## src/rtl/shift_issue_queue_pkg.sv

```systemverilog
// Shared types for the shift issue queue: op-codes, the queued command record
// and the op legality check.
package shift_issue_queue_pkg;

    localparam logic [2:0] OP_SLL = 3'b000;
    localparam logic [2:0] OP_SRL = 3'b001;
    localparam logic [2:0] OP_SRA = 3'b010;
    localparam logic [2:0] OP_ROR = 3'b011;
    localparam logic [2:0] OP_ROL = 3'b100;

    // Tag field is sized for the widest supported tag; instances use the low TAG_W bits.
    localparam int MAX_TAG_W = 16;

    typedef struct packed {
        logic [7:0]           data;
        logic [2:0]           amt;
        logic [2:0]           op;
        logic [MAX_TAG_W-1:0] tag;
    } cmd_t;

    function automatic logic is_legal_op(input logic [2:0] op);
        return (op <= OP_ROL);
    endfunction

endpackage

```

## src/rtl/shift_issue_queue_core.sv

```systemverilog
// Combinational 8-bit barrel-shift core; illegal ops pass data through and flag err.
module shift_issue_queue_core
    import shift_issue_queue_pkg::*;
(
    input  logic [7:0] data,
    input  logic [2:0] amt,
    input  logic [2:0] op,
    output logic [7:0] res,
    output logic       err
);

    logic [15:0] rot_s;

    // Select the shift result for the requested operation
    always_comb begin
        res   = data;
        err   = ~is_legal_op(op);
        rot_s = {data, data};
        case (op)
            OP_SLL: res = data << amt;
            OP_SRL: res = data >> amt;
            OP_SRA: res = $signed(data) >>> amt;
            OP_ROR: begin
                rot_s = {data, data} >> amt;
                res   = rot_s[7:0];
            end
            OP_ROL: begin
                rot_s = {data, data} << amt;
                res   = rot_s[15:8];
            end
            default: res = data;
        endcase
    end

endmodule

```

## src/rtl/shift_issue_queue.sv

```systemverilog
// Buffered issue stage: command FIFO feeding the barrel-shift core, result
// registered into a valid/ready output stage (2-cycle latency, 1 result/cycle).
module shift_issue_queue
    import shift_issue_queue_pkg::*;
#(
    parameter int DEPTH = 4,
    parameter int TAG_W = 4
) (
    input  logic                       clk,
    input  logic                       rst_n,
    input  logic                       flush,
    input  logic                       in_valid,
    output logic                       in_ready,
    input  logic [7:0]                 in_data,
    input  logic [2:0]                 in_amt,
    input  logic [2:0]                 in_op,
    input  logic [TAG_W-1:0]           in_tag,
    output logic                       out_valid,
    input  logic                       out_ready,
    output logic [7:0]                 out_data,
    output logic [TAG_W-1:0]           out_tag,
    output logic                       out_err,
    output logic [$clog2(DEPTH+1)-1:0] count
);

    localparam int PTR_W = $clog2(DEPTH);
    localparam int CNT_W = $clog2(DEPTH+1);

    cmd_t             mem_r [DEPTH];
    logic [PTR_W-1:0] wr_ptr_r;
    logic [PTR_W-1:0] rd_ptr_r;
    logic [CNT_W-1:0] count_r;
    cmd_t             in_cmd_s;
    cmd_t             head_s;
    logic [7:0]       core_res_s;
    logic             core_err_s;
    logic             push_s;
    logic             pop_s;

    // Readiness comes from the count register only; no full-pass-through.
    assign in_ready = rst_n & (count_r != CNT_W'(DEPTH));
    assign count    = count_r;
    assign push_s   = in_valid & in_ready;
    assign pop_s    = (count_r != CNT_W'(0)) & (~out_valid | out_ready);
    assign head_s   = mem_r[rd_ptr_r];

    // Pack the incoming command into the storage record
    always_comb begin
        in_cmd_s      = '0;
        in_cmd_s.data = in_data;
        in_cmd_s.amt  = in_amt;
        in_cmd_s.op   = in_op;
        in_cmd_s.tag  = MAX_TAG_W'(in_tag);
    end

    shift_issue_queue_core u_core (
        .data (head_s.data),
        .amt  (head_s.amt),
        .op   (head_s.op),
        .res  (core_res_s),
        .err  (core_err_s)
    );

    // FIFO storage write; entries need no reset since count gates every read
    always_ff @(posedge clk) begin
        if (rst_n && !flush && push_s) begin
            mem_r[wr_ptr_r] <= in_cmd_s;
        end
    end

    // Pointers, occupancy and output stage
    always_ff @(posedge clk) begin
        if (!rst_n) begin
            wr_ptr_r  <= '0;
            rd_ptr_r  <= '0;
            count_r   <= '0;
            out_valid <= 1'b0;
            out_data  <= 8'h00;
            out_tag   <= '0;
            out_err   <= 1'b0;
        end else if (flush) begin
            wr_ptr_r  <= '0;
            rd_ptr_r  <= '0;
            count_r   <= '0;
            out_valid <= 1'b0;
        end else begin
            if (push_s) begin
                wr_ptr_r <= wr_ptr_r + PTR_W'(1);
            end
            if (pop_s) begin
                rd_ptr_r  <= rd_ptr_r + PTR_W'(1);
                out_valid <= 1'b1;
                out_data  <= core_res_s;
                out_tag   <= head_s.tag[TAG_W-1:0];
                out_err   <= core_err_s;
            end else if (out_valid && out_ready) begin
                out_valid <= 1'b0;
            end
            case ({push_s, pop_s})
                2'b10:   count_r <= count_r + CNT_W'(1);
                2'b01:   count_r <= count_r - CNT_W'(1);
                default: count_r <= count_r;
            endcase
        end
    end

endmodule

```

## config.mk

```make
export PLATFORM = sky130hd
export DESIGN_NAME = shift_issue_queue
export DESIGN_NICKNAME = d
export VERILOG_FILES = /design/src/rtl/shift_issue_queue_pkg.sv /design/src/rtl/shift_issue_queue_core.sv /design/src/rtl/shift_issue_queue.sv
export SDC_FILE = /design/constraint.sdc
export NUM_CORES = 1
export LEC_CHECK = 0
export BUFFER_PORTS_ARGS = -buffer_cell sky130_fd_sc_hd__buf_2
export CORE_AREA = 5 5 90 92
export CTS_CLUSTER_DIAMETER = 50
export DETAILED_ROUTE_END_ITERATION = 7
export DIE_AREA = 0 0 95 97
export PLACE_DENSITY = 0.84
export SYNTH_ARGS = -nofsm -noshare
export SYNTH_HDL_FRONTEND = slang
export SYNTH_SLANG_ARGS = --single-unit
```

## constraint.sdc

```tcl
create_clock -name clk -period 4.5 [get_ports clk]
set_clock_uncertainty 0.15 [all_clocks]
set_input_delay 0.45 -clock clk [delete_from_list [all_inputs] [get_ports clk]]
set_output_delay 0.45 -clock clk [all_outputs]
set_load 0.05 [all_outputs]
```

# ---- Word level (Yosys, flattened, before mapping)
# Memories as Yosys holds them, arrays and structs flattened. A register that Yosys moved wholly into a read port is not among the register bits.
# Cells that the tools add are included.
dict set report classes {
  addsub 4
  n_lt_le_gt_ge 1
  eq_ne 7
  n_shift 5
  n_mux 8
  bitwise_logic 8
  n_reduce_logical 10
}
# operator count
set ops {}
lappend ops {{$pmux 8 s5} 1}
lappend ops {{$shl 16x3->16} 1}
lappend ops {{$shr 16x3->8} 1}
lappend ops {{$shl 8x3->8} 1}
lappend ops {{$shr 8x3->8} 1}
lappend ops {{$sshr 8x3->8} 1}
lappend ops {{$eq 3x2->1 const B} 2}
lappend ops {{$pmux 3 s2} 1}
lappend ops {{$add 2x1->2 const B} 2}
lappend ops {{$mux 1} 4}
lappend ops {{$mux 2} 2}
lappend ops {{$not 1->1} 4}
lappend ops {{$reduce_bool 2->1} 2}
lappend ops {{$add 3x1->3 const B} 1}
lappend ops {{$and 1x1->1} 3}
lappend ops {{$eq 3x1->1 const B} 1}
lappend ops {{$eq 3x3->1 const B} 1}
lappend ops {{$le 3x3->1 const B} 1}
lappend ops {{$logic_and 1x1->1} 3}
lappend ops {{$logic_not 3->1} 1}
lappend ops {{$ne 3x3->1 const B} 1}
lappend ops {{$reduce_bool 3->1} 1}
lappend ops {{$sub 3x1->3 const B} 1}
lappend ops {{$eq 2x1->1 const B} 1}
lappend ops {{other kinds (5)} 5}
dict set report totals {
  register_bits 21
  ramBits 72
  inputBits 23
  output_inout_bits 18
  word_cells 51
  n_memories 1
}
# name depth width read_ports rd_clocked_by_memory_dff write_ports line_no
set mem_list {}
lappend mem_list {mem_r 4 18 1 1 1 shift_issue_queue.sv:29} ;# cmd_t mem_r [DEPTH];

# ---- Depth between registers and ports, before layout
dict set report depth {
  ltp_word 6
  depth_mapped 10
}

# ---- Hierarchy
# Synthesis repeated with hierarchy kept, for this count alone.
dict set report hier_totals {
  hier_cells 347
  hier_area_um2 4704.5
}
# module instances cells_each area_per_inst_um2
set modules_own_cells {}
lappend modules_own_cells {shift_issue_queue 1 210 3666.0}
lappend modules_own_cells {shift_issue_queue_core 1 137 1038.5}

# ---- Worst setup path before layout
# Ideal clock, no wire load.
dict set report synth_timing {
  path_kind {reg-to-reg}
  startpoint {register count_r[1] (netlist: count[1])}
  endpoint {memory mem_r[1][0] (netlist name), enable pin}
  arrival_ns 3.643
  required_ns 3.930
  slack_ns 0.287
  stages_incl_launch_ff 5
  n_path_buf 0
  period_less_slack_ns 4.213
  cell_sequence {dfxtp_1 inv_1 a31oi_1 nand2_1 nor3b_1}
}
dict set report synth_via {
  elab_chain_len 6
}
# item line_no
set synth_rtl {}
lappend synth_rtl {{from (decl)} shift_issue_queue.sv:32} ;# logic [CNT_W-1:0] count_r;
lappend synth_rtl {{from (signal assigned)} shift_issue_queue.sv:100} ;# 2'b10: count_r <= count_r + CNT_W'(1);
lappend synth_rtl {{from (signal assigned)} shift_issue_queue.sv:101} ;# 2'b01: count_r <= count_r - CNT_W'(1);
lappend synth_rtl {{from (signal assigned)} shift_issue_queue.sv:102} ;# default: count_r <= count_r;
lappend synth_rtl {{$ne 3x3->1} shift_issue_queue.sv:41} ;# assign in_ready = rst_n & (count_r != CNT_W'(DEPTH));
lappend synth_rtl {{$and 1x1->1} shift_issue_queue.sv:41}
lappend synth_rtl {{named net in_ready} shift_issue_queue.sv:13} ;# output logic in_ready,
lappend synth_rtl {{$and 1x1->1} shift_issue_queue.sv:43} ;# assign push_s = in_valid & in_ready;
lappend synth_rtl {{$logic_and 1x1->1} shift_issue_queue.sv:66} ;# if (rst_n && !flush && push_s) begin
lappend synth_rtl {{$mux 1} shift_issue_queue.sv:66}
lappend synth_rtl {{$mux 1 (not written as such)} shift_issue_queue.sv:67} ;# mem_r[wr_ptr_r] <= in_cmd_s;
lappend synth_rtl {{to (decl)} shift_issue_queue.sv:29}
# The timed path passes the listed nets, and every way through them passes these cells.

==> metrics.md <==
| Metric | Value |
|---|---|
| Comb pwr share | between 10% and 20% |
| First-pass DRT Iterations | 5 |
| Cell Pwr Density | ~350 nW/um^2 |
| CP cell instances | mux4_2 > mux2i_1 > mux2i_1 > a22o_1 > a32oi_1 > o211ai_1 |
| Ys flop type | edfxtp_1 |
| Area of the multi-input gates | 1740 sq um |
| Sequential share of the synthesized area | between 50% and 60% |
| Final hold vios | 0 |
| Clock tree sinks | 95 |
| Largest net degree at the start of global routing | 24 |
| Register area | 2620 sq um |
| Worst EP arrival | 3.14 ns |
| R2r endpoint | out_data[3] |
| Hpwl dp | 6550 um |
| Clk_lat worst skew | 0.36 ns |
| Non-Filler Instances | 477 |
| CTS tree | yes |
| Crit path largest cell delay | a little under 0.9 ns |
| Final Max Tran Viols | 0 |
| Post-synthesis simple-gate area fraction | 9.26% |
| Ports | 41 |
| Drt via density | 6.44 |
| Switching Power | 0.000451 W |
| Compound-Gate Fraction of Synth Area | 10.2% |
| Top cell type's share of synthesized area | around half |
| Area share of fa/ha/maj cells after synthesis | 1.84% |
| Per-cell routed wire length | between 15 and 20 um |
| Worst VDD drop | 323 uV |
| Largest fanout on the critical path | 23 |
| Hold Buf Count CTS | 0 |
| Port bufs | 40 |
| Share of layout cells above drive strength 1 | 24.3% |
| CTS Buffer Depth | 2 |
| Std cell rows | 31 |
| Kind of critical path | register to register |
| Max-cap violations | 0 |
| Largest cells by area after synthesis | edfxtp_1 48%, dfxtp_1 10%, mux4_2 7.5% |
| Diode count | 0 |
| Largest family of logic cells by synthesized area | multiplexers |
| Tcrit/Tclk final | 67.7% |
| Inserted Clock Buffers | 9 |
| Clock network power share | 32.7% |
| FF-to-FF path depth | 6 |
| Slew Limit Headroom | 55.0% |
| Hold Crit Class | input port to register |
| RSZ-0062 raised after global routing | false |
| Final WL | 9460 um |
| CP Launch Type | register |
| FF+latch count, synth | 95 |
| Number of flops mapped to enable cells by yosys | 72 |
| Worst Tran Pin Value | roughly 0.67 ns |
| Commonest non-fill, non-tap cell in the layout | edfxtp_1 |
| Final setup vio count | 0 |
| Final TNS setup | 0 ns |
| Final min period | approximately 3 ns |
| Worst Setup End Kind | register |
| Slowest-stage cell, CP | mux4_2 |
| Multiplexer share of the synthesized area | 16.1% |
| YS warnings | 0 |
| Yosys top cell by area | edfxtp_1 |
| Die height | 97 um |
| Die footprint | ~9000 sq um |
| R2r setup slk | 1.45 ns |
| Sequential power share | 54.5% |
| FMAX | 328 MHz |
| Starting DRT DRC Count | 337 |
| Global route overflow | 0 |
| Clock root buffer | clkbuf_8 |
| Nets | 402 |
| Routed vias | approximately 3100 |
| Crit path required time | 4.59 ns |
| Die width | 95 um |
| First-pass GRT wire length | between 10000 and 15000 um |
| Syn avg cell area | 13.5 sq um |
| Fillers | 494 |
| Synth Cell Area | 4480 sq um |
| Net switching fraction of the power | 25.4% |
| GPL Wtd Cong | 1.13 |
| Status | finished clean |
| Area of the core | 7140 sq um |
| Setup bufs post-CTS | 0 |
| Worst setup path end | out_data[3] |
| Post-synth ARST share | 0% |
| GRT Total Usage | 21.4% |
| Syn nets | 360 |
| Post-route ant nets | 0 |
| Detailed-route DRC error count | 0 |
| Internal Power | approximately 0.0013 W |
| P_leak | 1.73 nW |
| Htree depth | 3 |
| Placed cell count | 461 |
| Post-CTS sizing | 0 |
| P&R area growth vs syn | 11.6% |
| Library cells used by synthesis | 56 |
| Initial antenna violation count | 0 |
| Post-Synth XOR/XNOR Area | 0.977% |
| Initial Utilization | 62.8% |
| Most frequent cells in the layout | 72 x edfxtp_1, 40 x buf_2, 25 x mux2i_1 |
| Number of global-route vias before repair | 2942 |
| Worst-path clk slew | 0.09 ns |
| Instance count of the mapped netlist | 331 |
| Crit-path most repeated cell | mux2i_1 |
layer usage:
layer,wire [um],share of wire [%],vias to the layer above,track usage [%]
met2,4560,48,170,33.6
met1,3940,42,1490,29.1
met5,0,0,-,0
met3,713,7.5,31,4.27
met4,252,2.7,0,8.77
li1,-,-,1379,-
cells by family (layout without fill, tap and decap cells):
| family | Yosys count | after routing |
|---|---|---|
| flip-flops | 95 | 95 |
| XOR/XNOR | 5 | 5 |
| AO/OA/AOI/OAI | 65 | 65 |
| multiplexers | 48 | 48 |
| buffers and inverters | 26 | 73 |
| AND/OR/NAND/NOR | 86 | 86 |
| adder cells (fa/ha/maj) | 6 | 6 |
power groups by stage:
stage	logic [W]	registers (W)	clock network (W)
after global placement	0.000219	0.000986	0
after global routing	0.000242	0.000969	0.000632
final	0.000228	0.000967	0.000581
after floorplan	0.000138	0.00101	0
after CTS	0.000222	0.000967	0.000593
after detailed placement	0.000221	0.000987	0
how the worst min path moves through the flow:
stage                   to        start  depth (start not counted)  slack (ns)
3_3_place_gp    out_tag[3]   out_tag[3]                          2        0.30
3_5_place_dp    out_tag[0]   out_tag[0]                          2        0.29
6_report       mem_r[2][2]    in_tag[2]                          1        0.15
2_1_floorplan  wr_ptr_r[1]  wr_ptr_r[1]                          2        0.32
5_1_grt        mem_r[0][2]    in_tag[2]                          1        0.13
4_1_cts        mem_r[2][2]    in_tag[2]                          1        0.14
worst max-delay path, delay by kind of cell (launching register included):
family / cells / cell delay (ns)
DFF: 1 / 0.69
AOI/OAI and AO/OA: 3 / 0.56
muxes: 3 / 1.52
cell type report:
cell class	instances	share of cell area (%)
Clock buffer	13	3.83
Clock inverter	3	0.575
Inverter	9	0.675
Multi-Input combinational cell	210	34.8
Sequential cell	95	52.4
Tap cell	99	2.48
Timing Repair Buffer	48	5.20
Yosys cell counts (3+ instances only):
library cell	count
edfxtp_1	72
mux2i_1	25
dfxtp_1	23
nand2_1	23
nor2_1	23
mux4_2	15
a21oi_1	13
o21ai_0	13
nand3_1	10
inv_1	8
clkbuf_1	7
nor3_1	6
o211ai_1	6
buf_2	5
ha_1	5
mux2_2	5
nor3b_1	5
a32oi_1	4
buf_6	4
o31ai_1	4
a311oi_1	3
mux4_1	3
nand2b_1	3
nor2b_1	3
xor2_1	3
flip-flops by register name, indices dropped and copies added, names as in the netlist, named ones only:
signal and flops:
count 3, mem_r 72, wr_ptr_r 2, out_valid 1, rd_ptr_r 2, out_data 8
out_err 1, out_tag 4
through the flow:
step	instance area, sq um	power (W)	setup WS [ns]	util, %	hold slack (ns)
final	5000	0.00178	1.45	70.1	0.149
after global routing	5000	0.00184	1.32	70.1	0.133
after CTS	5000	0.00178	1.51	70.1	0.137
after detailed placement	4780	0.00121	1.53	67.0	0.293
after global placement	4780	0.00121	1.53	67.0	0.296
after floorplan	4480	0.00115	0.287	-	0.319
Note: power is estimated with default switching activity, not from simulation.
